<file path="config.mk">
export PLATFORM = sky130hd
export DESIGN_NAME = wasm_const_decoder_flat
export DESIGN_NICKNAME = d
export VERILOG_FILES = /design/src/rtl/wasm_const_decoder_pkg.sv /design/src/rtl/wasm_const_decoder_if.sv /design/src/rtl/wasm_const_decoder_leb128_acc.sv /design/src/rtl/wasm_const_decoder.sv /design/src/flat_wrapper.sv
export SDC_FILE = /design/constraint.sdc
export NUM_CORES = 1
export LEC_CHECK = 0
export BUFFER_PORTS_ARGS = -buffer_cell sky130_fd_sc_hd__buf_2
export CAP_MARGIN = 20
export CORE_MARGIN = 2
export CORE_UTILIZATION = 49
export DETAILED_ROUTE_END_ITERATION = 12
export HOLD_SLACK_MARGIN = 0.12
export PLACE_DENSITY = 0.73
export SYNTH_ARGS = -nofsm -noshare
export SYNTH_HDL_FRONTEND = slang
export SYNTH_SLANG_ARGS = --single-unit
</file>
<file path="constraint.sdc">
create_clock -name clk -period 4.4 [get_ports clk]
set_input_delay 1.32 -clock clk [delete_from_list [all_inputs] [get_ports clk]]
set_output_delay 1.32 -clock clk [all_outputs]
set_load 0.03 [all_outputs]
</file>
<file path="src/rtl/wasm_const_decoder_pkg.sv">
// Shared opcodes, value types, error codes and FSM states for the
// WebAssembly constant-instruction decoder.
package wasm_const_pkg;

    localparam logic [7:0] OP_I32_CONST = 8'h41;
    localparam logic [7:0] OP_I64_CONST = 8'h42;
    localparam logic [7:0] OP_F32_CONST = 8'h43;
    localparam logic [7:0] OP_F64_CONST = 8'h44;

    typedef enum logic [1:0] {
        TYPE_I32 = 2'd0,
        TYPE_I64 = 2'd1,
        TYPE_F32 = 2'd2,
        TYPE_F64 = 2'd3
    } const_type_t;

    typedef enum logic [3:0] {
        ERR_NONE       = 4'd0,
        ERR_BAD_OPCODE = 4'd1,
        ERR_LEB_LONG   = 4'd2,
        ERR_LEB_PAD    = 4'd3
    } const_err_t;

    typedef enum logic [2:0] {
        S_IDLE,
        S_LEB,
        S_RAW,
        S_OUT,
        S_ERR
    } state_t;

endpackage

</file>
<file path="src/rtl/wasm_const_decoder_if.sv">
// Byte-in / constant-out handshake bundle of the constant decoder.
interface wasm_const_decoder_if;
    logic        in_valid;
    logic        in_ready;
    logic [7:0]  in_byte;
    logic        out_valid;
    logic        out_ready;
    logic [63:0] out_value;
    logic [1:0]  out_type;
    logic        error;
    logic [3:0]  error_code;

    modport master (
        output in_valid, in_byte, out_ready,
        input  in_ready, out_valid, out_value, out_type, error, error_code
    );

    modport slave (
        input  in_valid, in_byte, out_ready,
        output in_ready, out_valid, out_value, out_type, error, error_code
    );
endinterface

</file>
<file path="src/rtl/wasm_const_decoder_leb128_acc.sv">
// Registered LEB128 accumulator; in raw mode the same register collects
// little-endian bytes for the float immediates.
module wasm_leb128_acc #(
    parameter bit STRICT_LEB = 1'b1
) (
    input  logic        clk,
    input  logic        reset,
    input  logic        start,
    input  logic        byte_en,
    input  logic        raw,
    input  logic        width64,
    input  logic [7:0]  data_byte,
    output logic [63:0] value,
    output logic        done,
    output logic        err_long,
    output logic        err_pad
);
    logic [63:0] acc, acc_next, ext;
    logic [6:0]  shift, shift_next;
    logic [3:0]  count, count_inc, limit, raw_len;
    logic        at_limit, pad_bad;

    always_comb begin
        count_inc  = count + 4'd1;
        shift_next = shift + 7'd7;
        limit      = width64 ? 4'd10 : 4'd5;
        raw_len    = width64 ? 4'd8 : 4'd4;
        at_limit   = (count_inc == limit);
        pad_bad    = width64 ? (data_byte[6:1] != {6{data_byte[0]}})
                             : (data_byte[6:4] != {3{data_byte[3]}});
        acc_next   = acc;
        ext        = '1;
        done       = 1'b0;
        err_long   = 1'b0;
        err_pad    = 1'b0;
        if (raw) begin
            acc_next[{count[2:0], 3'b000} +: 8] = data_byte;
            done = (count_inc == raw_len);
        end else begin
            acc_next = acc | ({57'd0, data_byte[6:0]} << shift);
            if (!data_byte[7]) begin
                // Sign fill starts right above the last payload bit.
                if (data_byte[6] && (shift_next < (width64 ? 7'd64 : 7'd32))) begin
                    ext      = ext << shift_next;
                    acc_next = acc_next | ext;
                end
                if (!width64) acc_next[63:32] = '0;
                done    = 1'b1;
                err_pad = STRICT_LEB && at_limit && pad_bad;
            end else begin
                err_long = at_limit;
            end
        end
    end

    always_ff @(posedge clk or posedge reset) begin
        if (reset) begin
            acc   <= '0;
            shift <= '0;
            count <= '0;
        end else if (start) begin
            acc   <= '0;
            shift <= '0;
            count <= '0;
        end else if (byte_en) begin
            acc   <= acc_next;
            shift <= shift_next;
            count <= count_inc;
        end
    end

    assign value = acc;
endmodule

</file>
<file path="src/rtl/wasm_const_decoder.sv">
// Streaming decoder for i32/i64/f32/f64.const: opcode plus immediate in,
// one typed 64-bit constant out.
module wasm_const_decoder
    import wasm_const_pkg::*;
#(
    parameter bit ENABLE_64  = 1'b1,
    parameter bit STRICT_LEB = 1'b1
) (
    input  logic                 clk,
    input  logic                 reset,
    wasm_const_decoder_if.slave  bus
);
    state_t      state, state_next;
    const_type_t type_q, type_next;
    const_err_t  err_q, err_next;
    logic        width64_q, width64_next;
    logic        armed;
    logic        accept, acc_start, acc_byte_en;
    logic [63:0] acc_value;
    logic        acc_done, acc_err_long, acc_err_pad;

    // armed keeps in_ready low until the first edge after reset release.
    assign bus.in_ready   = armed && (state == S_IDLE || state == S_LEB || state == S_RAW);
    assign accept         = bus.in_valid && bus.in_ready;
    assign bus.out_valid  = (state == S_OUT);
    assign bus.out_value  = acc_value;
    assign bus.out_type   = type_q;
    assign bus.error      = (state == S_ERR);
    assign bus.error_code = err_q;

    wasm_leb128_acc #(.STRICT_LEB(STRICT_LEB)) u_acc (
        .clk       (clk),
        .reset     (reset),
        .start     (acc_start),
        .byte_en   (acc_byte_en),
        .raw       (state == S_RAW),
        .width64   (width64_q),
        .data_byte (bus.in_byte),
        .value     (acc_value),
        .done      (acc_done),
        .err_long  (acc_err_long),
        .err_pad   (acc_err_pad)
    );

    always_ff @(posedge clk or posedge reset) begin
        if (reset) begin
            state     <= S_IDLE;
            type_q    <= TYPE_I32;
            err_q     <= ERR_NONE;
            width64_q <= 1'b0;
            armed     <= 1'b0;
        end else begin
            state     <= state_next;
            type_q    <= type_next;
            err_q     <= err_next;
            width64_q <= width64_next;
            armed     <= 1'b1;
        end
    end

    always_comb begin
        state_next   = state;
        type_next    = type_q;
        err_next     = err_q;
        width64_next = width64_q;
        acc_start    = 1'b0;
        acc_byte_en  = 1'b0;
        case (state)
            S_IDLE: if (accept) begin
                acc_start = 1'b1;
                case (bus.in_byte)
                    OP_I32_CONST: begin
                        state_next = S_LEB; type_next = TYPE_I32; width64_next = 1'b0;
                    end
                    OP_I64_CONST: if (ENABLE_64) begin
                        state_next = S_LEB; type_next = TYPE_I64; width64_next = 1'b1;
                    end else begin
                        state_next = S_ERR; err_next = ERR_BAD_OPCODE;
                    end
                    OP_F32_CONST: begin
                        state_next = S_RAW; type_next = TYPE_F32; width64_next = 1'b0;
                    end
                    OP_F64_CONST: if (ENABLE_64) begin
                        state_next = S_RAW; type_next = TYPE_F64; width64_next = 1'b1;
                    end else begin
                        state_next = S_ERR; err_next = ERR_BAD_OPCODE;
                    end
                    default: begin
                        state_next = S_ERR; err_next = ERR_BAD_OPCODE;
                    end
                endcase
            end
            S_LEB, S_RAW: if (accept) begin
                acc_byte_en = 1'b1;
                if (acc_err_long) begin
                    state_next = S_ERR; err_next = ERR_LEB_LONG;
                end else if (acc_err_pad) begin
                    state_next = S_ERR; err_next = ERR_LEB_PAD;
                end else if (acc_done) begin
                    state_next = S_OUT;
                end
            end
            S_OUT: if (bus.out_ready) state_next = S_IDLE;
            S_ERR: state_next = S_ERR;
            default: state_next = S_IDLE;
        endcase
    end
endmodule

</file>
<file path="src/flat_wrapper.sv">
// flat-port wrapper written by rule: the top's interface ports become plain ports
module wasm_const_decoder_flat import wasm_const_pkg::*;
#(
    parameter bit ENABLE_64  = 1'b1,
    parameter bit STRICT_LEB = 1'b1
)
  (clk, reset, bus_in_valid, bus_in_byte, bus_out_ready, bus_in_ready, bus_out_valid, bus_out_value, bus_out_type, bus_error, bus_error_code);
  wasm_const_decoder_if bus_i ();
  input  logic clk;
  input  logic reset;
  input wire logic [$bits(bus_i.in_valid)-1:0] bus_in_valid;
  input wire logic [$bits(bus_i.in_byte)-1:0] bus_in_byte;
  input wire logic [$bits(bus_i.out_ready)-1:0] bus_out_ready;
  output wire logic [$bits(bus_i.in_ready)-1:0] bus_in_ready;
  output wire logic [$bits(bus_i.out_valid)-1:0] bus_out_valid;
  output wire logic [$bits(bus_i.out_value)-1:0] bus_out_value;
  output wire logic [$bits(bus_i.out_type)-1:0] bus_out_type;
  output wire logic [$bits(bus_i.error)-1:0] bus_error;
  output wire logic [$bits(bus_i.error_code)-1:0] bus_error_code;
  assign bus_i.in_valid = bus_in_valid;
  assign bus_i.in_byte = bus_in_byte;
  assign bus_i.out_ready = bus_out_ready;
  assign bus_in_ready = bus_i.in_ready;
  assign bus_out_valid = bus_i.out_valid;
  assign bus_out_value = bus_i.out_value;
  assign bus_out_type = bus_i.out_type;
  assign bus_error = bus_i.error;
  assign bus_error_code = bus_i.error_code;
  wasm_const_decoder #(.ENABLE_64(ENABLE_64), .STRICT_LEB(STRICT_LEB)) u_core (.clk(clk), .reset(reset), .bus(bus_i));
endmodule
</file>
==> flow_summary.yaml <==
outcome:
  status: "finished, final reports clean"
synth:
  synth_top_area_share_pct: 31.5
  synthFlopType: "dfrtp_1"
  ys_seq_area_share_pct: 31.5
  postSynthAreaPerCell_um2: 8.27
  yosys_warnings: 0
  synth.top_cells.by_area: "dfrtp_1 31%, mux2i_1 5.1%, nor2_1 4.8%"
  ys_ff_latch: 84
  synth_common_cells: "86 x nor2_1, 84 x dfrtp_1, 57 x nand2_1, 57 x o21ai_0, 56 x a21oi_1"
  ys_async_sr_fraction_pct: 100
  syn_area_um2: 6680
  synth-edff-count: 0
  yosys.cell_types.count: 77
  synth_largest_area_cell: "dfrtp_1"
  synth_most_common_cell: "nor2_1"
  syn_inst: 808
critical_path:
  crit_arrival_ns: 3.63
  worstSetupEndpointType: "register"
  start_kind: "register"
  r2r_start: "u_core.u_acc.shift[3]"
  path_max_fanout: 24
  crit_chain: "a41oi_1 -> or2_2 -> ha_1 -> a211o_1 -> nor4_2 -> buf_4 -> o21ai_0 -> a221oi_1"
  slowest_stage: "dfrtp_1"
  rrSetupSlack_ns: 1.01
  timing.critical_path.from: "u_core.u_acc.shift[3]"
  cp_slowest_stage_delay_ns: 0.75
  worstPathRequired_ns: 4.65
  critical_path_class: "register to register"
sta:
  tns_ns: 0
  hold_ws_ns: 0.502
  finalCritPeriodShare_pct: 76.9
  slew_headroom_pct: 17.2
  report.final.hold_viol_count: 0
  skew_ns: 0.00952
  layout_min_cycle_time_ns: 3.39
  drv_slew: 0
  finalSetupViolations: 0
  max_freq_ghz: 0.295
  rsz0062_at_grt: "false"
  tightest_slew_ns: 1.23
global_routing:
  grt_pass1_wl_um: 38000
  antenna_found_initial: 0
  grt_max_degree: 85
  grt_pass1_vias: 6528
  grt_usage_pct: 34.1
  grt-ovfl-total: 0
clock_tree:
  cts_hold_buffers: 0
  numCtsBuffers: 9
  post_cts_buffers: 0
  clk_pin_slew_worst_paths_ns: 0.07
  clock_sink_count: 84
  insertion_delay_ns: 0.36
  cts-root-buf: "clkbuf_16"
  cts_max_path_buffers: 2
  htreeDepth: 3
  cts_tree: "built"
  cts_resized: 0
pwr:
  cellLeakagePower_nw: 3.14
  peakVddDrop_mv: 0.378
  power_density_nw_per_um2: 859
route:
  viasPerCell: 6.83
  drt-pass1-iter-count: 8
  wirelength_um: 24500
  route.detailed.drc: 0
  avgRoutedWirePerCell_um: 23.4
  vias: 7161
  initialDrtViolationCount: 1233
  antenna_left: 0
floorplan:
  die_w_um: 121
  coreArea_um2: 13300
  rows: 42
  fp.dieH_um: 121
  start_util_pct: 50.3
  die_area_um2: 14600
  io_pins: 85
finish:
  stdcell_area_um2: 7570
  final_nets: 896
  post-route-util_pct: 56.9
  diodes: 0
  multi_input_area_um2: 4190
  num-fill-cells: 1254
  regArea_um2: 2100
  syn_to_final_growth_pct: 13.2
  drive_gt1_share_pct: 19.8
placed_design:
  port_buffers: 82
  place_hpwl_um: 17400
  routabilityCongestion: 1.06
  postPlaceCellArea_um2: 7280
flow_run:
  maxCapViolations: 0
min_path:
  min_from: "u_core.bus.error_code[1]"
  hp-class: "register to register"
[worst max-delay path: cells and delay by family (launching register included)]
family / cells / cell delay, ns
buf+inv: 1 / 0.31
simple gates: 2 / 0.58
fa+ha+maj: 1 / 0.36
flops: 1 / 0.75
compound gates: 4 / 1.25
[where the power goes]
group / total [mW] / leakage [nW] / switching, mW / internal (mW)
clock: 0.743 / 0.132 / 0.342 / 0.401
combinational: 4.35 / 1.90 / 2.98 / 1.37
sequential: 1.41 / 1.11 / 0.345 / 1.06
[area by class of cell]
class                      count  share of cell area, %
timing repair buffer         113                   8.63
multi-input combinational    629                   55.4
sequential                    84                   27.8
clock buffer                  10                   3.16
inverter                      31                   1.55
tap                          176                   2.91
clock inverter                 6                  0.595
[cells in the final DEF (no fill, tap or decap), types with 4 or more instances in the layout]
cell       synthesis  final
ha_1              16     16
a31oi_1           24     24
buf_4              3     29
nand3b_1           6      6
nand3_1           16     16
nor3_1            13     13
o21ai_0           57     57
a221oi_2           5      5
a311oi_1          13     13
nor2_1            86     86
mux2_2            10     10
and3_1             4      4
or3_1              5      5
nand2b_1          14     14
nor3b_1            7      7
and3b_1            5      5
a221oi_1          24     24
buf_2             18     82
o22a_1             4      4
a2111oi_0          5      5
nor4_1             8      8
o22ai_1           10     10
nor2b_1           14     14
nand2_1           57     57
mux2i_1           34     34
nand4_1            6      6
dfrtp_1           84     84
o21ai_1            8      8
clkbuf_16          0      9
or2_2              7      7
a21oi_1           56     56
a211oi_1          39     36
and2_1             7      7
inv_1             30     29
[final timing paths]
kind,depth (start not counted),end
worst max-delay path,8,u_core.u_acc.value[30]
worst min-delay path,1,u_core.bus.error_code[1]
worst max register to register,8,u_core.u_acc.value[30]
worst min register to register,1,u_core.bus.error_code[1]
max in group asynchronous,3,u_core.u_acc.value[20]
min in group asynchronous,3,u_core.u_acc.count[2]
[metrics by stage]
stage | total power [mW] | instances | worst slack [ns]
finish | 6.50 | 1049 | 1.01
global route | 6.81 | 1049 | 0.776
CTS | 6.31 | 1048 | 1.10
detailed placement | 5.55 | 1032 | 1.08
global placement | 5.53 | 1032 | 1.10
floorplan | 4.24 | 809 | 0.897
[cells by family after synthesis]
family	share of synthesized area (%)
other cells	0.112
buf+inv	6.23
simple gates	20.9
fa+ha+maj	3.00
compound gates	30.0
mux	7.79
flops	31.5
xor+xnor	0.524
[sequential cells by signal, summed over array words and instances, names as in the netlist]
register               flops
u_core.armed               1
u_core.bus.error_code      2
u_core.bus.out_type        2
u_core.state               3
u_core.u_acc.count         4
u_core.u_acc.shift         7
u_core.u_acc.value        64
u_core.width64_q           1
[routing by layer]
| layer | vias up | track usage (%) | part of all wire (%) | routed length, um |
|---|---|---|---|---|
| met2 | 576 | 48.2 | 41 | 10100 |
| met1 | 3327 | 48.8 | 42 | 10400 |
| met5 | - | 0 | 0 | 0 |
| met3 | 85 | 11.2 | 13 | 3220 |
| met4 | 0 | 11.1 | 3.5 | 869 |
| li1 | 3173 | - | - | - |
Power figures use the tool's default switching activity.
